$ cat src/rtl/cfg_loader.sv
// cfg_loader: byte-wide configuration front end for the FPGA fabric.
// Accepts the bitstream (sync byte, CLB count, one frame per CLB, XOR checksum)
// over a valid/ready handshake, buffers each frame whole and replays it as a
// gap-free serial burst on cfg[clb]/cfg_clb_data. run is only released after
// the checksum of a complete load matches.
//
// Ports:
//   clk           - single clock
//   rst           - synchronous active-high reset
//   in_valid      - in_data holds a byte
//   in_ready      - loader accepts a byte (registered function of state)
//   in_data[7:0]  - bitstream byte
//   run_req       - host requests fabric run
//   cfg[N-1:0]    - one-hot per-CLB config enable
//   cfg_clb_data  - shared serial config bit
//   run           - fabric run enable
//   done          - load complete with good checksum
//   error         - sticky load failure (cleared only by rst)
module cfg_loader #(
    parameter int unsigned NUM_CLBS   = 4,
    parameter int unsigned FRAME_BITS = 56,
    parameter logic [7:0]  SYNC_BYTE  = 8'hA5
) (
    input  logic                clk,
    input  logic                rst,
    input  logic                in_valid,
    output logic                in_ready,
    input  logic [7:0]          in_data,
    input  logic                run_req,
    output logic [NUM_CLBS-1:0] cfg,
    output logic                cfg_clb_data,
    output logic                run,
    output logic                done,
    output logic                error
);

    localparam int unsigned FRAME_BYTES = (FRAME_BITS + 7) / 8;
    localparam int unsigned BUF_W       = FRAME_BYTES * 8;
    localparam int unsigned CLB_W       = (NUM_CLBS > 1) ? $clog2(NUM_CLBS) : 1;
    localparam int unsigned BYTE_W      = (FRAME_BYTES > 1) ? $clog2(FRAME_BYTES) : 1;
    localparam int unsigned BIT_W       = (FRAME_BITS > 1) ? $clog2(FRAME_BITS) : 1;

    localparam logic [CLB_W-1:0]  LAST_CLB  = CLB_W'(NUM_CLBS - 1);
    localparam logic [BYTE_W-1:0] LAST_BYTE = BYTE_W'(FRAME_BYTES - 1);
    localparam logic [BIT_W-1:0]  LAST_BIT  = BIT_W'(FRAME_BITS - 1);
    localparam logic [7:0]        COUNT_VAL = 8'(NUM_CLBS);

    typedef enum logic [3:0] {
        S_IDLE,
        S_HDR_COUNT,
        S_FILL,
        S_ARM,
        S_SHIFT,
        S_GAP,
        S_CHECK,
        S_DONE,
        S_ERROR
    } state_t;

    state_t             state;
    logic [CLB_W-1:0]   clb_idx;
    logic [BYTE_W-1:0]  byte_cnt;
    logic [BIT_W-1:0]   bit_cnt;
    logic [BUF_W-1:0]   frame_buf;
    logic [7:0]         csum;

    logic accept;
    logic is_sync;

    assign accept  = in_valid && in_ready;
    assign is_sync = (in_data == SYNC_BYTE);

    // Frame buffer holds byte 0 at the MSB end; serial replay shifts left so
    // bit k of the frame is MSB-first from byte 0 and LSB pad bits never leave.
    always_ff @(posedge clk) begin
        if (rst) begin
            state        <= S_IDLE;
            clb_idx      <= '0;
            byte_cnt     <= '0;
            bit_cnt      <= '0;
            frame_buf    <= '0;
            csum         <= '0;
            in_ready     <= 1'b0;
            cfg          <= '0;
            cfg_clb_data <= 1'b0;
            run          <= 1'b0;
            done         <= 1'b0;
            error        <= 1'b0;
        end else begin
            run <= 1'b0;

            case (state)
                S_IDLE: begin
                    in_ready <= 1'b1;
                    if (accept && is_sync) begin
                        state <= S_HDR_COUNT;
                        csum  <= '0;
                    end
                end

                S_HDR_COUNT: begin
                    if (accept) begin
                        if (in_data == COUNT_VAL) begin
                            state    <= S_FILL;
                            clb_idx  <= '0;
                            byte_cnt <= '0;
                        end else begin
                            state    <= S_ERROR;
                            in_ready <= 1'b0;
                            error    <= 1'b1;
                        end
                    end
                end

                S_FILL: begin
                    if (accept) begin
                        frame_buf <= (frame_buf << 8) | BUF_W'(in_data);
                        csum      <= csum ^ in_data;
                        if (byte_cnt == LAST_BYTE) begin
                            state        <= S_ARM;
                            in_ready     <= 1'b0;
                            cfg          <= NUM_CLBS'(1) << clb_idx;
                            cfg_clb_data <= 1'b0;
                        end else begin
                            byte_cnt <= byte_cnt + BYTE_W'(1);
                        end
                    end
                end

                S_ARM: begin
                    state        <= S_SHIFT;
                    bit_cnt      <= '0;
                    cfg_clb_data <= frame_buf[BUF_W-1];
                    frame_buf    <= frame_buf << 1;
                end

                S_SHIFT: begin
                    if (bit_cnt == LAST_BIT) begin
                        state        <= S_GAP;
                        cfg          <= '0;
                        cfg_clb_data <= 1'b0;
                    end else begin
                        bit_cnt      <= bit_cnt + BIT_W'(1);
                        cfg_clb_data <= frame_buf[BUF_W-1];
                        frame_buf    <= frame_buf << 1;
                    end
                end

                S_GAP: begin
                    in_ready <= 1'b1;
                    if (clb_idx == LAST_CLB) begin
                        state <= S_CHECK;
                    end else begin
                        state    <= S_FILL;
                        clb_idx  <= clb_idx + CLB_W'(1);
                        byte_cnt <= '0;
                    end
                end

                S_CHECK: begin
                    if (accept) begin
                        if (in_data == csum) begin
                            state <= S_DONE;
                            done  <= 1'b1;
                        end else begin
                            state    <= S_ERROR;
                            in_ready <= 1'b0;
                            error    <= 1'b1;
                        end
                    end
                end

                S_DONE: begin
                    // A new sync starts reconfiguration: run drops on the same edge.
                    if (accept && is_sync) begin
                        state <= S_HDR_COUNT;
                        done  <= 1'b0;
                        csum  <= '0;
                    end else begin
                        run <= run_req;
                    end
                end

                S_ERROR: begin
                    in_ready <= 1'b0;
                    error    <= 1'b1;
                end

                default: begin
                    state <= S_ERROR;
                end
            endcase
        end
    end

endmodule

$ cat config.mk
export PLATFORM = sky130hd
export DESIGN_NAME = cfg_loader
export DESIGN_NICKNAME = d
export VERILOG_FILES = /design/src/rtl/cfg_loader.sv
export SDC_FILE = /design/constraint.sdc
export NUM_CORES = 1
export LEC_CHECK = 0
export CAP_MARGIN = 20
export CORE_AREA = 5 5 80 101
export DETAILED_ROUTE_END_ITERATION = 16
export DIE_AREA = 0 0 85 106
export PLACE_DENSITY = 0.92
export SYNTH_ARGS = -nofsm -noshare
export SYNTH_HDL_FRONTEND = slang
export SYNTH_SLANG_ARGS = --single-unit
$ cat constraint.sdc
create_clock -name clk -period 6.6 [get_ports clk]
set_clock_uncertainty 0.15 [all_clocks]
set_input_delay 1.32 -clock clk [delete_from_list [all_inputs] [get_ports clk]]
set_output_delay 1.32 -clock clk [all_outputs]
set_load 0.05 [all_outputs]
==> summary.md <==
| Metric | Value |
|---|---|
| Combinational family with the most area after synthesis | compound AO/OA/AOI/OAI gates |
| Total of cells resized after clock tree synthesis | 0 |
| Area added between synthesis and finish | 9.31% |
| Detail Route Antenna Nets | 0 |
| Area contributors post-synth | dfxtp_1 (40%), mux2i_1 (11%), a211oi_1 (8.7%), nor2_1 (6.0%), nand2_1 (3.7%) |
| Net count of the finished layout | 514 |
| Routed wirelength normalized by instance count | 15.7 µm |
| Synth Area in Compound Gates | 0.209 |
| Top-level I/O count | 21 |
| Largest voltage drop on the vdd net | 0.304 mV |
| Root buffer selected by CTS | clkbuf_8 |
| Kind of capture point of the worst setup path | flop |
| Simple-gate portion of the synthesized area | 0.185 |
| Floorplan die height | 106 µm |
| Final hold vios | 0 |
| Clk_lat worst skew | 0.36 ns |
| Number of enable flip-flop cells after synthesis | 0 |
| Fraction of layout instances using a drive strength above 1 | 0.0721 |
| Internal reg-to-reg setup slack | 3.27 ns |
| Overflow after GRT | 0 |
| Clock transition time at the flip-flop clock pins of the worst setup and hold paths | 0.08 ns |
| DRC | 0 |
| Number of placed cells counting well taps | 575 |
| Netlist cell types | 62 |
| Syn Std Cell Area | 4410 µm² |
| # rows | 35 |
| Clock tree from TritonCTS | built |
| Antenna violations before repair | 0 |
| Starting density of the core | 0.621 |
| Synthesized-area fraction occupied by adder cells | 0.0199 |
| Global-route usage over all layers | 0.210 |
| Maximum clock frequency | 0.276 GHz |
| Power per Cell Area | 426 nW/µm² |
| Worst endpoint data arrival time | 3.72 ns |
| Final HPWL from detailed placement | 6020 µm |
| Portion of the clock cycle consumed by the worst path in the final layout | 0.549 |
| Total leakage power | 1.52 nW |
| CP delay by family, top | buffers and inverters |
| Leading cell type in the layout, fill and taps excluded | dfxtp_1 |
| Number of DRC markers in iteration 0 | 208 |
| Antenna fix cells | 0 |
| DIE WIDTH | 85 µm |
| Kind of start point of the critical path | primary input |
| Critical Path RT | 6.70 ns |
| Cell taking the most area after synthesis | dfxtp_1 |
| Htree depth | 3 |
| Buffering stage count on the worst path with inverters included | 2 |
| Final Wtd Congestion | 0.926 |
| Unrepaired setup endpoints after global routing | no |
| Path category of the worst min-delay check | reg2reg |
| Gate Count Post-Synth | 499 |
| Most used flip-flop cell after synthesis | dfxtp_1 |
| Critical-path top delay cell | buf_4 |
| Final slew viol count | 0 |
| Synthesized-area fraction occupied by xor and xnor cells | 0.0258 |
| Area of the die | 9010 µm² |
| DRT Pass-1 Iters | 4 |
| Post-CTS Setup Bufs | 0 |
| Area inside the core boundary | 7090 µm² |
| Post-synthesis register bit count | 88 |
| Total vias in the final route | 3641 |
| Async S/R FF share, synth | 0 |
| Setup total negative slack | 0 ns |
| Endpoints failing setup | 0 |
| Maximum number of pins on one net before global-route repair | 115 |
| Classification of the worst setup path | in2reg |
| Relative slew slack | 0.336 |
| Maximum count of clock buffers along a single path | 2 |
| Post-Syn Nets | 518 |
| First-pass GRT wire length | 15800 µm |
| Fraction of post-synthesis cell area in the top cell type by area | 0.400 |
| CP Cell Sequence | clkdlybuf4s50_1, and2_1, o21ai_0, a211oi_4, buf_4, nor2_1, a311oi_1 |
| Number of port buffers | 20 |
| Most frequent cells in the layout | dfxtp_1 (88), nor2_1 (71), a211oi_1 (51) |
| Max Cap Violations | 0 |
| Number of global-route vias before repair | 3527 |
| Number of sinks on the clock net | 88 |
| Min cycle time layout | 3.62 ns |
| Per-cell via count in the routed design | 6.16 |
| Status | complete, no violations |
| Syn Area/Cell | 8.83 µm² |
| Worst-margin pin slew | 0.996 ns |
| Layout fillers | 575 |
| Highest net fanout along the worst path | 114 |
| Warning count from the yosys run | 0 |
| Share of synthesized area occupied by flip-flops and latches | 0.400 |
| Routed WL | 9290 µm |
| Total clock buffers created by CTS | 9 |
| Final instance count without filler cells | 591 |
| Largest incremental delay on the critical path | 0.81 ns |
| Number of buffers inserted for hold repair after clock tree synthesis | 0 |
| Fraction of synthesized area in multiplexers | 0.114 |
==> power by group <==
group | internal, mW | switching, mW
registers | 0.668 | 0.134
clock network | 0.221 | 0.188
logic | 0.348 | 0.494
total | 1.24 | 0.815
==> cell families after synthesis <==
logic type,count (synthesis)
compound gates,130
xor+xnor,13
fa+ha+maj,7
buf+inv,46
flops,88
mux,50
simple gates,165
==> Yosys cell counts (2+ instances only) <==
| cell | number |
|---|---|
| nor3_1 | 5 |
| a311oi_1 | 15 |
| clkbuf_1 | 18 |
| xor2_1 | 11 |
| o21a_1 | 2 |
| nor2_1 | 71 |
| ha_1 | 7 |
| nor4b_1 | 2 |
| a21oi_1 | 28 |
| and3_1 | 2 |
| dfxtp_1 | 88 |
| o21ai_0 | 10 |
| mux2i_1 | 49 |
| xnor2_1 | 2 |
| nor2b_1 | 3 |
| o211ai_1 | 3 |
| a211oi_2 | 2 |
| a31o_2 | 2 |
| nand2_1 | 43 |
| a31oi_1 | 4 |
| or3_1 | 2 |
| a211oi_1 | 51 |
| a2111oi_0 | 2 |
| nand3_1 | 5 |
| nor4_1 | 3 |
| nand3b_1 | 3 |
| inv_1 | 6 |
| or4b_1 | 3 |
| nand4_1 | 6 |
| buf_2 | 18 |
| or4_1 | 2 |
==> final timing paths <==
| path | startpoint | to | depth (start not counted) |
|---|---|---|---|
| setup / recovery | in_valid | frame_buf[1] | 7 |
| setup reg to reg | state[2] | csum[0] | 6 |
| hold / removal | cfg[1] | cfg[1] | 2 |
| hold reg to reg | cfg[1] | cfg[1] | 2 |
==> layer usage <==
| metal | track usage | up-vias | wire [µm] |
|---|---|---|---|
| met1 | 0.245 | 1717 | 4010 |
| met3 | 0.0496 | 23 | 301 |
| met2 | 0.363 | 68 | 4740 |
| li1 | - | 1833 | - |
| met4 | 0.0894 | 0 | 237 |
| met5 | 0 | - | 0 |
==> cell type report <==
cell class,count,area (µm²),share of cell area
timing repair buffer,24,238,0.0493
multi-input combinational,365,2460,0.510
tap,92,115,0.0239
clock inverter,5,81.3,0.0169
sequential,88,1760,0.366
inverter,7,26.3,0.00545
clock buffer,10,138,0.0286
==> per-stage QoR <==
stage | util | area (µm²) | worst slack [ns] | power [mW] | hold WS (ns)
after floorplan | - | 4410 | 3.52 | 1.48 | 0.312
after global placement | 0.646 | 4580 | 2.73 | 1.58 | 0.292
after detailed placement | 0.646 | 4580 | 2.67 | 1.63 | 0.303
after CTS | 0.676 | 4800 | 3.00 | 2.04 | 0.313
after global routing | 0.679 | 4820 | 2.80 | 2.20 | 0.335
final | 0.679 | 4820 | 2.98 | 2.05 | 0.309
==> worst register-to-register path: stages, from the launching register on <==
cell and delay, ns:
dfxtp_1 0.81, or4b_1 0.64, nor4_2 0.49, a211oi_4 0.07
buf_4 0.46, a31o_1 0.36, a311oi_1 0.26
==> flip-flops by register name, summed over array words and instances (netlist names) <==
| signal | cells |
|---|---|
| frame_buf | 56 |
| csum | 8 |
| bit_cnt | 6 |
| cfg | 4 |
| state | 4 |
| byte_cnt | 3 |
| clb_idx | 2 |
| cfg_clb_data | 1 |
| done | 1 |
| error | 1 |
| in_ready | 1 |
| run | 1 |
(Power assumes the default switching activity.)
